$ cat config.mk
export PLATFORM = sky130hd
export DESIGN_NAME = uart_rx_framed
export DESIGN_NICKNAME = d
export VERILOG_FILES = /design/src/rtl/uart_pkg.sv /design/src/rtl/uart_rx_sampler.sv /design/src/rtl/uart_rx_framed.sv
export SDC_FILE = /design/constraint.sdc
export NUM_CORES = 1
export LEC_CHECK = 0
export CORE_MARGIN = 4
export CORE_UTILIZATION = 61
export CTS_CLUSTER_DIAMETER = 60
export DETAILED_ROUTE_END_ITERATION = 8
export PLACE_DENSITY = 0.94
export SETUP_SLACK_MARGIN = 0.15
export SLEW_MARGIN = 15
export SYNTH_ARGS = -nofsm -noshare
export SYNTH_HDL_FRONTEND = slang
export SYNTH_SLANG_ARGS = --single-unit
export TNS_END_PERCENT = 5
$ cat constraint.sdc
create_clock -name clk_i -period 4.16 [get_ports clk_i]
set_clock_uncertainty 0.05 [all_clocks]
set_input_delay 0.624 -clock clk_i [delete_from_list [all_inputs] [get_ports clk_i]]
set_output_delay 0.624 -clock clk_i [all_outputs]
set_load 0.05 [all_outputs]
$ cat src/rtl/uart_pkg.sv
// Shared types and helpers for the framed UART receiver.
// Optional build macro: UART_RX_MAJORITY_EN (2-of-3 bit voting in the sampler).
package uart_pkg;

    typedef enum logic [1:0] {
        ParityNone = 2'd0,
        ParityOdd  = 2'd1,
        ParityEven = 2'd2
    } parity_mode_e;

    typedef enum logic [2:0] {
        StIdle,
        StStart,
        StData,
        StParity,
        StStop
    } rx_state_e;

    typedef struct packed {
        logic parity_err;
        logic frame_err;
        logic brk;
    } rx_flags_t;

    // Width of the per-bit clock counter; never narrower than one bit.
    function automatic int unsigned cnt_width(input int unsigned clks);
        return (clks > 1) ? $clog2(clks) : 1;
    endfunction

endpackage

$ cat src/rtl/uart_rx_sampler.sv
// Line synchroniser and bit sampler for uart_rx_framed.
// With UART_RX_MAJORITY_EN defined each bit is a 2-of-3 vote decided one cycle
// after the nominal sample point; otherwise a single sample is taken at the point.
module uart_rx_sampler
    import uart_pkg::*;
#(
    parameter int unsigned CLKS_PER_BIT = 217,
    parameter int unsigned CntW         = cnt_width(CLKS_PER_BIT)
) (
    input  logic            clk_i,
    input  logic            rst_n_i,
    input  logic            rx_serial_i,
    input  logic            in_start_i,
    input  logic [CntW-1:0] cnt_i,
    output logic            line_o,
    output logic            strobe_o,
    output logic            bit_o
);
    localparam int unsigned Half = (CLKS_PER_BIT - 1) / 2;

    logic sync1_q, sync2_q;

    // Two-flop synchroniser, idles high so reset never looks like a start bit.
    always_ff @(posedge clk_i or negedge rst_n_i) begin
        if (!rst_n_i) begin
            sync1_q <= 1'b1;
            sync2_q <= 1'b1;
        end else begin
            sync1_q <= rx_serial_i;
            sync2_q <= sync1_q;
        end
    end

    assign line_o = sync2_q;

`ifdef UART_RX_MAJORITY_EN
    logic hist1_q, hist2_q;

    // History of the synchronised line for the three-sample vote.
    always_ff @(posedge clk_i or negedge rst_n_i) begin
        if (!rst_n_i) begin
            hist1_q <= 1'b1;
            hist2_q <= 1'b1;
        end else begin
            hist1_q <= sync2_q;
            hist2_q <= hist1_q;
        end
    end

    // Decide at point+1; the whole frame then runs one cycle late, so later bits
    // still decide at CLKS_PER_BIT-1 of their own counter.
    always_comb begin
        strobe_o = in_start_i ? (cnt_i == CntW'(Half + 1))
                              : (cnt_i == CntW'(CLKS_PER_BIT - 1));
        bit_o    = (hist2_q & hist1_q) | (hist2_q & sync2_q) | (hist1_q & sync2_q);
    end
`else
    // Single sample at the nominal point.
    always_comb begin
        strobe_o = in_start_i ? (cnt_i == CntW'(Half))
                              : (cnt_i == CntW'(CLKS_PER_BIT - 1));
        bit_o    = sync2_q;
    end
`endif

endmodule

$ cat src/rtl/uart_rx_framed.sv
// Parametrised UART receiver with parity/framing/break/overrun detection and a
// one-entry valid/ready holding register.
// Optional build macro: UART_RX_MAJORITY_EN (see uart_rx_sampler).
module uart_rx_framed
    import uart_pkg::*;
#(
    parameter int unsigned CLKS_PER_BIT = 217,
    parameter int unsigned DATA_BITS    = 8,
    parameter int unsigned PARITY_MODE  = 0,
    parameter int unsigned STOP_BITS    = 1
) (
    input  logic                 clk_i,
    input  logic                 rst_n_i,
    input  logic                 rx_serial_i,
    output logic [DATA_BITS-1:0] rx_data_o,
    output logic                 rx_valid_o,
    input  logic                 rx_ready_i,
    output logic                 rx_parity_err_o,
    output logic                 rx_frame_err_o,
    output logic                 rx_break_o,
    output logic                 rx_overrun_o,
    output logic                 rx_busy_o
);
    localparam int unsigned  CntW     = cnt_width(CLKS_PER_BIT);
    localparam parity_mode_e ParMode  = parity_mode_e'(PARITY_MODE[1:0]);
    localparam bit           ParityEn = (ParMode != ParityNone);
    localparam bit           OddSel   = (ParMode == ParityOdd);

    rx_state_e            state_q, state_d;
    logic [CntW-1:0]      cnt_q, cnt_d;
    logic [3:0]           idx_q, idx_d;
    logic [DATA_BITS-1:0] shift_q, shift_d;
    logic                 par_q, par_d;
    logic                 stop_idx_q, stop_idx_d;
    logic                 fe_q, fe_d;
    logic                 brk_q, brk_d;
    logic                 brk_wait_q, brk_wait_d;
    logic                 frame_done;

    logic [DATA_BITS-1:0] data_q, data_d;
    rx_flags_t            flags_q, flags_d;
    logic                 valid_q, valid_d;
    logic                 ovr_q, ovr_d;

    logic line, strobe, samp;

    uart_rx_sampler #(
        .CLKS_PER_BIT(CLKS_PER_BIT),
        .CntW        (CntW)
    ) u_sampler (
        .clk_i      (clk_i),
        .rst_n_i    (rst_n_i),
        .rx_serial_i(rx_serial_i),
        .in_start_i (state_q == StStart),
        .cnt_i      (cnt_q),
        .line_o     (line),
        .strobe_o   (strobe),
        .bit_o      (samp)
    );

    // Frame FSM: walks start/data/parity/stop and accumulates data and flags.
    always_comb begin
        state_d    = state_q;
        cnt_d      = cnt_q;
        idx_d      = idx_q;
        shift_d    = shift_q;
        par_d      = par_q;
        stop_idx_d = stop_idx_q;
        fe_d       = fe_q;
        brk_d      = brk_q;
        brk_wait_d = brk_wait_q;
        frame_done = 1'b0;
        unique case (state_q)
            StIdle: begin
                cnt_d = '0;
                if (brk_wait_q) begin
                    // A break leaves the line low; only re-arm once it has recovered.
                    if (line) brk_wait_d = 1'b0;
                end else if (!line) begin
                    state_d = StStart;
                end
            end
            StStart: begin
                if (strobe) begin
                    cnt_d = '0;
                    if (!samp) begin
                        state_d = StData;
                        idx_d   = '0;
                        par_d   = 1'b0;
                        fe_d    = 1'b0;
                        brk_d   = 1'b0;
                    end else begin
                        state_d = StIdle;
                    end
                end else begin
                    cnt_d = cnt_q + 1'b1;
                end
            end
            StData: begin
                if (strobe) begin
                    cnt_d   = '0;
                    shift_d = {samp, shift_q[DATA_BITS-1:1]};
                    idx_d   = idx_q + 1'b1;
                    if (idx_q == 4'(DATA_BITS - 1)) begin
                        stop_idx_d = 1'b0;
                        state_d    = ParityEn ? StParity : StStop;
                    end
                end else begin
                    cnt_d = cnt_q + 1'b1;
                end
            end
            StParity: begin
                if (strobe) begin
                    cnt_d      = '0;
                    par_d      = samp;
                    stop_idx_d = 1'b0;
                    state_d    = StStop;
                end else begin
                    cnt_d = cnt_q + 1'b1;
                end
            end
            StStop: begin
                if (strobe) begin
                    cnt_d = '0;
                    fe_d  = fe_q | ~samp;
                    if (!stop_idx_q && !samp && (shift_q == '0) && !par_q) brk_d = 1'b1;
                    if (stop_idx_q == 1'(STOP_BITS - 1)) begin
                        // Leave at the sample so a following start bit is not missed.
                        state_d    = StIdle;
                        frame_done = 1'b1;
                        brk_wait_d = brk_d;
                    end else begin
                        stop_idx_d = stop_idx_q + 1'b1;
                    end
                end else begin
                    cnt_d = cnt_q + 1'b1;
                end
            end
            default: state_d = StIdle;
        endcase
    end

    // Holding register: load on completion unless full and not being read.
    always_comb begin
        data_d  = data_q;
        flags_d = flags_q;
        valid_d = valid_q;
        ovr_d   = 1'b0;
        if (frame_done) begin
            if (!valid_q || rx_ready_i) begin
                data_d             = shift_q;
                flags_d.parity_err = ParityEn && ((^shift_q ^ par_q) != OddSel);
                flags_d.frame_err  = fe_d;
                flags_d.brk        = brk_d;
                valid_d            = 1'b1;
            end else begin
                ovr_d = 1'b1;
            end
        end else if (valid_q && rx_ready_i) begin
            valid_d = 1'b0;
        end
    end

    // State and holding-register flops.
    always_ff @(posedge clk_i or negedge rst_n_i) begin
        if (!rst_n_i) begin
            state_q    <= StIdle;
            cnt_q      <= '0;
            idx_q      <= '0;
            shift_q    <= '0;
            par_q      <= 1'b0;
            stop_idx_q <= 1'b0;
            fe_q       <= 1'b0;
            brk_q      <= 1'b0;
            brk_wait_q <= 1'b0;
            data_q     <= '0;
            flags_q    <= '0;
            valid_q    <= 1'b0;
            ovr_q      <= 1'b0;
        end else begin
            state_q    <= state_d;
            cnt_q      <= cnt_d;
            idx_q      <= idx_d;
            shift_q    <= shift_d;
            par_q      <= par_d;
            stop_idx_q <= stop_idx_d;
            fe_q       <= fe_d;
            brk_q      <= brk_d;
            brk_wait_q <= brk_wait_d;
            data_q     <= data_d;
            flags_q    <= flags_d;
            valid_q    <= valid_d;
            ovr_q      <= ovr_d;
        end
    end

    assign rx_data_o       = data_q;
    assign rx_valid_o      = valid_q;
    assign rx_parity_err_o = flags_q.parity_err;
    assign rx_frame_err_o  = flags_q.frame_err;
    assign rx_break_o      = flags_q.brk;
    assign rx_overrun_o    = ovr_q;
    assign rx_busy_o       = (state_q != StIdle);

endmodule

==> metrics <==
pin count of the biggest net entering global routing 42; die area 4200 sq um; Buffers on Ports 16; FF-to-FF setup slack 1.78 ns; Worst-Skew Late Latency 0.36 ns; commonest cells after routing, fill and taps aside dfrtp_1, nand2_1, mux2_2, clkdlybuf4s50_1, nand3_1; Resized cells post-CTS 0; total negative slack 0 ns; root buf cell clkbuf_4; WL/cell 16.3 microns; share of cells above drive strength 1 19.4%; gpl congestion 0.823; P per Cell Area 311 nW/um^2; Core Util, Final 72.2%; gr usage total 21.4%; CP required 3.49 ns; Fmax achieved 0.344 GHz; Final Slew Violations 0; Initial DRC Count 174; Inst Count DP 227; met3 Use GR 4.33%; final hold viol count 0; Detailed Place HPWL 2.70 mm; DRT Pass-1 Iters 4; maximum vdd drop 162 uV; Most Crowded Layer GR met2; yosys warns 0; Syn Area/Cell 11.2 sq um; num ports 18; post-synthesis cell count 176; commonest non-fill, non-tap cell in the layout dfrtp_1; class of the worst hold path input pin to async pin; met1 Use GR 27.5%; drt total wl 3.82 mm; Clock Sinks 41; postcts setup bufs 0; minimum hold slack 0.310 ns; # diodes 0; FP Rows 20; Synth Flop Type dfrtp_1; Area growth, synth to finish 12.8%; CTS Buf Count 5; Crit path arrival time 2.23 ns; RSZ-0062 raised after global routing false; Clock Tree Buf Depth 2; Worst path depth 3; Worst-Margin Slew 0.863 ns; Die H 64.8 microns; CP max-delay cell clkdlybuf4s50_1; P_leak 1.00 nW; Routed Antenna Nets 0; status finished, final reports clean; syn nets 183; Setup crit end kind output port; startpoint types flop; kind of critical path flop to output port; Post-synth ARST share 100%; largest delay contributor family on the critical path buffers and inverters; Nets 197; number of flops mapped to enable cells by yosys 0; Netlist cell types 47; Starting Density 64.0%; met2 usage 34.2%; Yosys reg bits 41; initial antenna violation count 0; CP Cell Sequence nor3_1 > inv_1 > clkdlybuf4s50_1; Final Critical Period 2.91 ns; first-pass GRT wire length 6.98 mm; FF-to-FF path depth 3; vias 1,450; slowest stage delay, CP 0.71 ns; Setup violations, final 0; slew margin rel. 42.5%; crit share post-route 69.8%; clock slew at reported path FFs 0.12 ns; Hold Buf Count CTS 0; CP max FO 12; grt total ovfl 0; TritonCTS clock tree done; final instance count without filler cells 235; CTS H-tree depth 2; sequential area share after synthesis 52.2%; drc violations 0; Bufs and invs on worst path 2; DIE WIDTH 64.8 microns; Core Footprint 3080 sq um; Synth Cell Area 1970 sq um; maximum capacitance violations 0; number of global-route vias before repair 1,497; average vias per placed instance 6.17
-- area by class of cell --
cell class                 instances  area (sq um)
inverter                           5          18.8
tap                               44          55.1
fill                             223           857
multi-input combinational        121           875
timing repair buffer              16           155
sequential                        41          1030
clock inverter                     2          37.5
clock buffer                       6          51.3
-- cell families (layout without fill, tap and decap cells) --
kind of cell,count (synthesis),after routing,share of synthesized area [%]
AOI/OAI and AO/OA,33,33,11.4
xor gates and xnor gates,1,1,0.445
adders and majority gates,3,3,1.91
buffers and inverters,14,29,3.81
DFF,41,41,52.2
muxes,19,19,10.9
other,1,1,0.190
and+or+nand+nor,64,64,19.1
-- sequential cells by signal (all words and copies together) (netlist names) --
signal	cells
brk_wait_q	1
shift_q	8
idx_q	4
rx_overrun_o	1
fe_q	1
rx_frame_err_o	1
rx_data_o	8
rx_valid_o	1
cnt_q	8
brk_q	1
u_sampler.bit_o	1
u_sampler.sync1_q	1
par_q	1
rx_break_o	1
state_q	3
-- stage by stage --
step	setup WS [ns]	total power, mW	instance area, sq um
after floorplan	2.24	0.413	1970
after global placement	1.51	0.422	2120
after detailed placement	1.43	0.423	2120
after CTS	1.28	0.693	2210
after global routing	1.13	0.712	2220
final	1.25	0.690	2220
-- Yosys cell counts, types with 2 or more instances --
cell	instances	area share [%]
nor3_1	3	0.76
nor4_1	4	1.3
or3_1	2	0.64
buf_2	3	0.76
a21oi_1	3	0.76
a21boi_0	2	0.76
o21ai_0	6	1.5
inv_1	5	0.95
nand4_1	2	0.64
buf_6	2	1.1
a31o_2	2	0.89
nor4b_1	2	0.89
nand2_1	21	4.0
a31oi_1	3	0.95
clkbuf_1	3	0.57
o2111ai_1	2	0.89
ha_1	3	1.9
dfrtp_1	39	50
nand4b_1	2	0.89
nand3_1	7	1.8
nand2b_1	3	0.95
dfstp_2	2	2.7
o22ai_1	5	1.6
nor3b_1	2	0.76
o21a_1	3	1.1
mux2_2	17	9.7
a21o_1	2	0.76
nor2_1	6	1.1
and2_1	2	0.64
-- metal layers --
| metal | wire length, microns | up-vias |
|---|---|---|
| met1 | 1690 | 716 |
| met2 | 1850 | 54 |
| met3 | 206 | 10 |
| li1 | - | 670 |
| met4 | 81 | 0 |
| met5 | 0 | - |
-- power breakdown --
group          internal [mW]  switching [mW]
registers              0.400         0.00144
logic                0.00296         0.00991
clock network          0.143           0.133
-- worst paths after layout --
path / from / endpoint
max: state_q[2] / rx_busy_o
min: rst_n_i / cnt_q[1]
max reg2reg: state_q[2] / rx_data_o[6]
min reg2reg: u_sampler.sync1_q / u_sampler.bit_o
max in group asynchronous: rst_n_i / idx_q[1]
min in group clk_i: u_sampler.sync1_q / u_sampler.bit_o
Note: power is estimated with default switching activity, not from simulation.
